==> src/rtl/raster_line_sched.sv <==
// raster_line_sched
// Per-line setup scheduler for the scanline rasterizer. Holds per-frame start
// values and per-line increments for 6 edge functions and 4 barycentric terms.
// The values are loaded at frame start (COMMIT) and stepped once per visible line
// (STEP) during hblank, one slot per cycle, through a single shared adder.
module raster_line_sched #(
  parameter int W_E      = 20,
  parameter int W_B      = 22,
  parameter int H_ACTIVE = 640,
  parameter int H_TOTAL  = 800,
  parameter int V_ACTIVE = 480,
  parameter int V_TOTAL  = 525
) (
  input  logic                  clk,
  input  logic                  reset,
  input  logic [9:0]            x,
  input  logic [9:0]            y,
  input  logic                  cfg_valid,
  output logic                  cfg_ready,
  input  logic [4:0]            cfg_idx,
  input  logic [W_B-1:0]        cfg_data,
  output logic signed [W_E-1:0] e0_init_t1,
  output logic signed [W_E-1:0] e1_init_t1,
  output logic signed [W_E-1:0] e2_init_t1,
  output logic signed [W_E-1:0] e0_init_t2,
  output logic signed [W_E-1:0] e1_init_t2,
  output logic signed [W_E-1:0] e2_init_t2,
  output logic signed [W_B-1:0] bar_iy,
  output logic signed [W_B-1:0] bar_iz,
  output logic signed [W_B-1:0] bar2_iy,
  output logic signed [W_B-1:0] bar2_iz,
  output logic                  busy,
  output logic                  overrun
);

  localparam int NSLOT = 10;
  localparam logic [3:0] EDGE_SLOTS = 4'd6;
  localparam logic [3:0] K_LAST     = 4'(NSLOT - 1);
  // Trigger column, kept inside the line even if the timing parameters are odd.
  localparam logic [9:0] X_TRIG     = (H_ACTIVE < H_TOTAL) ? 10'(H_ACTIVE) : 10'(H_TOTAL - 1);
  localparam logic [9:0] Y_LAST     = 10'(V_TOTAL - 1);
  localparam logic [9:0] Y_STEP_END = 10'(V_ACTIVE - 1);

  typedef enum logic [1:0] {
    S_IDLE   = 2'd0,
    S_COMMIT = 2'd1,
    S_STEP   = 2'd2
  } state_t;

  state_t state_q, state_d;
  logic [3:0] k_q, k_d;

  logic signed [W_B-1:0] start_r [NSLOT];
  logic signed [W_B-1:0] dy_r    [NSLOT];
  logic signed [W_B-1:0] dy_act  [NSLOT];
  logic signed [W_B-1:0] acc     [NSLOT];
  logic signed [W_B-1:0] sum;

  logic       trig_commit;
  logic       trig_step;
  logic       cfg_fire;
  logic       cfg_is_start;
  logic       cfg_is_dy;
  logic [3:0] cfg_slot;

  // Edge slots live in W_E bits: wrap there and keep the upper bits as sign copies.
  function automatic logic signed [W_B-1:0] fit_slot(input logic signed [W_B-1:0] v,
                                                     input logic [3:0] slot);
    logic signed [W_B-1:0] r;
    r = v;
    if (slot < EDGE_SLOTS) r = {{(W_B-W_E){v[W_E-1]}}, v[W_E-1:0]};
    return r;
  endfunction

  assign trig_commit  = (x == X_TRIG) && (y == Y_LAST);
  assign trig_step    = (x == X_TRIG) && (y < Y_STEP_END);
  assign busy         = (state_q != S_IDLE);
  assign cfg_ready    = (state_q != S_COMMIT);
  assign cfg_fire     = cfg_valid && cfg_ready;
  assign cfg_is_start = (cfg_idx < 5'd10);
  assign cfg_is_dy    = (cfg_idx >= 5'd10) && (cfg_idx < 5'd20);
  assign cfg_slot     = cfg_is_start ? cfg_idx[3:0] : 4'(cfg_idx - 5'd10);

  // The one shared adder, always pointed at the slot being stepped this cycle.
  assign sum = acc[k_q] + dy_act[k_q];

  // FSM state, slot counter and sticky overrun flag.
  always_ff @(posedge clk or posedge reset) begin
    if (reset) begin
      state_q <= S_IDLE;
      k_q     <= '0;
      overrun <= 1'b0;
    end else begin
      state_q <= state_d;
      k_q     <= k_d;
      if (busy && (trig_commit || trig_step)) overrun <= 1'b1;
    end
  end

  // Next state: triggers are honoured only from IDLE; sequences run k = 0..9.
  always_comb begin
    state_d = state_q;
    k_d     = k_q;
    case (state_q)
      S_IDLE: begin
        k_d = '0;
        if (trig_commit)    state_d = S_COMMIT;
        else if (trig_step) state_d = S_STEP;
      end
      S_COMMIT, S_STEP: begin
        if (k_q == K_LAST) begin
          state_d = S_IDLE;
          k_d     = '0;
        end else begin
          k_d = k_q + 4'd1;
        end
      end
      default: begin
        state_d = S_IDLE;
        k_d     = '0;
      end
    endcase
  end

  // Shadow registers take every accepted word; indices above 19 are dropped.
  always_ff @(posedge clk or posedge reset) begin
    if (reset) begin
      for (int i = 0; i < NSLOT; i++) begin
        start_r[i] <= '0;
        dy_r[i]    <= '0;
      end
    end else if (cfg_fire && cfg_is_start) begin
      start_r[cfg_slot] <= cfg_data;
    end else if (cfg_fire && cfg_is_dy) begin
      dy_r[cfg_slot] <= cfg_data;
    end
  end

  // Accumulators: COMMIT loads start and freezes this frame's dy, STEP adds it.
  always_ff @(posedge clk or posedge reset) begin
    if (reset) begin
      for (int i = 0; i < NSLOT; i++) begin
        acc[i]    <= '0;
        dy_act[i] <= '0;
      end
    end else if (state_q == S_COMMIT) begin
      acc[k_q]    <= fit_slot(start_r[k_q], k_q);
      dy_act[k_q] <= dy_r[k_q];
    end else if (state_q == S_STEP) begin
      acc[k_q] <= fit_slot(sum, k_q);
    end
  end

  assign e0_init_t1 = acc[0][W_E-1:0];
  assign e1_init_t1 = acc[1][W_E-1:0];
  assign e2_init_t1 = acc[2][W_E-1:0];
  assign e0_init_t2 = acc[3][W_E-1:0];
  assign e1_init_t2 = acc[4][W_E-1:0];
  assign e2_init_t2 = acc[5][W_E-1:0];
  assign bar_iy     = acc[6];
  assign bar_iz     = acc[7];
  assign bar2_iy    = acc[8];
  assign bar2_iz    = acc[9];

endmodule

==> config.mk <==
export PLATFORM = sky130hd
export DESIGN_NAME = raster_line_sched
export DESIGN_NICKNAME = d
export VERILOG_FILES = /design/src/rtl/raster_line_sched.sv
export SDC_FILE = /design/constraint.sdc
export NUM_CORES = 2
export LEC_CHECK = 0
export CELL_PAD_IN_SITES_DETAIL_PLACEMENT = 0
export CELL_PAD_IN_SITES_GLOBAL_PLACEMENT = 2
export CORE_MARGIN = 5
export CORE_UTILIZATION = 41
export DETAILED_ROUTE_END_ITERATION = 12
export GPL_TIMING_DRIVEN = 0
export PLACE_DENSITY = 0.86
export SLEW_MARGIN = 20
export SYNTH_ARGS = -nofsm -noshare
export SYNTH_HDL_FRONTEND = slang
export SYNTH_SLANG_ARGS = --single-unit
export TNS_END_PERCENT = 30
==> constraint.sdc <==
create_clock -name clk -period 45.1 [get_ports clk]
set_input_delay 13.53 -clock clk [delete_from_list [all_inputs] [get_ports clk]]
set_output_delay 13.53 -clock clk [all_outputs]
set_load 0.02 [all_outputs]
==> results_dict.tcl <==
set metrics [dict create \
    syn_area_per_cell_um2 11.8 \
    die_w_um 333 \
    die_y_um 333 \
    cts_root_buf "clkbuf_16" \
    fin_cells 5420 \
    finalMaxSlewViolations 0 \
    post_cts_resized 0 \
    path_clk_slew_ns 0.06 \
    power_mw 2.91 \
    fillers 9390 \
    multiInputGateArea_mm2 0.0179 \
    post_dp_cell_area_mm2 0.0472 \
    grt_pass1_vias 31300 \
    critPathKind "reg -> out" \
    ys_ff_latch 879 \
    fp-row-count 118 \
    seq_area_frac_synth 0.515 \
    drtIter0Drc 2892 \
    cts-htree-levels 3 \
    fin_crit_ns 17.96 \
    dr.pass1.iters 5 \
    dp.final_hpwl_um 107000 \
    wl_per_cell_um 27.2 \
    start_util 0.413 \
    port_buffers 238 \
    yosys-top-cells-count "879 x dfrtp_1, 434 x mux2_2, 328 x nand2_1, 282 x o21ai_0, 277 x a21oi_1" \
    crit_chain "ha_1, clkbuf_1, inv_1, clkbuf_1, buf_1, clkdlybuf4s50_1" \
    synthArstFlopShare 1.00 \
    cts.path.max_buffers 3 \
    arrival_ns 4.43 \
    synth_cell_types 74 \
    cp-start-kind "flop" \
    insertion_delay_ns 0.67 \
    yosysMostFrequentCell "dfrtp_1" \
    cap_violations 0 \
    grtUsageTotal 0.260 \
    worst_path_most_repeated_cell "clkbuf_1" \
    synth_top_area_frac 0.515 \
    postRouteAntennaNets 0 \
    rsz0062_at_grt "false" \
    finalSetupViolCount 0 \
    grt_max_degree 106 \
    setup-tns-final_ns 0 \
    critPathRequiredTime_ns 31.57 \
    worstMarginPinSlew_ns 1.27 \
    layout-drive-gt1-share 0.274 \
    dr_total_vias 31000 \
    path_buf_inv 5 \
    path_delay_family "buffers and inverters" \
    synthFlopType "dfrtp_1" \
    cp-end-kind "primary output" \
    fmax_mhz 55.7 \
    final_nets 4038 \
    syn_area_mm2 0.0427 \
    hold_viol_final 0 \
    grt_pass1_wl_um 217000 \
    routed_wl_um 147000 \
    cts_hold_repair.buffers 0 \
    numCtsBuffers 94 \
    yosysTopAreaCell "dfrtp_1" \
    netlist_instances 3616 \
    area_delta_synth_final_pct 17.7 \
    synth.net_count 3691 \
    outcome "finished, final reports clean" \
    period_share 0.398 \
    gp_congestion 0.932 \
    peakVddDrop_uv 36.0 \
    max_stage_delay_ns 0.97 \
    antennaDiodeCount 0 \
    ff_latch_area_mm2 0.0220 \
    cp_slowest_cell "buf_1" \
    drc 0 \
    max_slew_margin 0.156 \
    hp-start "dy_act[196]" \
    antenna_found_initial 1 \
    post_cts_buffers 0 \
    place_inst 5244 \
    synthTopCellsByArea "dfrtp_1 51%, mux2_2 11%, mux4_2 9.1%" \
    finalClockSkew_ns 0.0221 \
    hp-class "reg -> reg" \
    clkSinkCount 879 \
    ios 261 \
    r2r_start "k_q[1]" \
    final_cell_area_mm2 0.0503 \
    coreArea_mm2 0.103 \
    grt-ovfl-total 0 \
    cts_tree "built" \
    via_per_inst 5.72 \
    yosysWarningCount 0 \
    leakage_nw 22.0 \
    path_max_fanout 10 \
    crit_start "state_q[0]" \
    die-area_mm2 0.111 \
    synth_edf_count 0 \
    power_density_mw_per_mm2 57.8 \
]
-- worst min-delay path, stage by stage (launching register included) --
cell	delay (ns)
dfrtp_1	0.34
nand2_1	0.04
o21ai_0	0.06
-- path summary, 6_finish.rpt --
kind,to,slack [ns],depth (start not counted)
min in group asynchronous,e2_init_t1[15],13.17,2
setup reg to reg,bar2_iz[15],37.77,16
max in group asynchronous,dy_r[66],29.46,7
setup / recovery,cfg_ready,27.14,6
hold / removal,dy_act[196],0.48,2
hold reg to reg,dy_act[196],0.48,2
-- layout make-up --
type | count | area share
Multi-Input combinational cell | 2232 | 0.357
Buffer | 489 | 0.0553
Timing Repair Buffer | 251 | 0.0533
Sequential cell | 879 | 0.437
Tap cell | 1380 | 0.0343
Clock inverter | 31 | 0.00677
Clock buffer | 142 | 0.0551
Inverter | 16 | 0.00134
-- layout by cell type (no fill, tap or decap), drive strengths merged, types with 9 or more instances in the layout --
cell	instances
a222oi	9
nor2	264
a31oi	32
clkdlybuf4s50	238
a221oi	27
xnor2	12
and3	18
nand2	329
o211ai	19
a22oi	54
o21ai	291
ha	24
mux2i	82
mux4	174
inv	18
nor2b	13
clkbuf	328
mux2	434
and2	12
a21oi	282
buf	316
dfrtp	879
clkinv	23
o21a	37
nand3	26
-- logic make-up (layout without fill, tap and decap cells) --
| group | count (synthesis) | after routing | synth area share |
|---|---|---|---|
| AND/OR/NAND/NOR | 699 | 699 | 0.0678 |
| adder cells (fa/ha/maj) | 25 | 25 | 0.00750 |
| multiplexers | 690 | 690 | 0.225 |
| XOR/XNOR | 17 | 17 | 0.00366 |
| AO/OA/AOI/OAI | 801 | 801 | 0.115 |
| flip-flops | 879 | 879 | 0.515 |
| buffers and inverters | 505 | 929 | 0.0663 |
-- metal layers --
metal  vias up  global-route usage  part of all wire
met3       241              0.0470             0.068
li1      13500                   -                 -
met1     16100               0.359              0.43
met2      1180               0.423              0.47
met5         -                   0                 0
met4         0              0.0816             0.034
-- registers in the layout, summed over array words and instances, names as in the netlist, 22 cells and up --
register	count
bar2_iz	22
start_r	212
bar2_iy	22
bar_iz	22
dy_act	220
dy_r	220
bar_iy	22
-- metrics by stage --
stage	hold slack, ns	worst slack, ns	utilization
floorplan	0.445	6.86	-
global placement	0.453	-4.29	0.453
detailed placement	0.468	28.02	0.456
CTS	0.480	27.28	0.486
global route	0.490	27.16	0.486
finish	0.477	27.14	0.486
-- report_power, final --
part / switching [mW] / leakage [nW] / internal, mW / total (mW)
clock: 0.335 / 1.54 / 0.449 / 0.784
combinational: 0.576 / 8.75 / 0.437 / 1.01
sequential: 0.123 / 11.7 / 0.988 / 1.11
total: 1.03 / 22.0 / 1.87 / 2.91
Power figures use the tool's default switching activity.
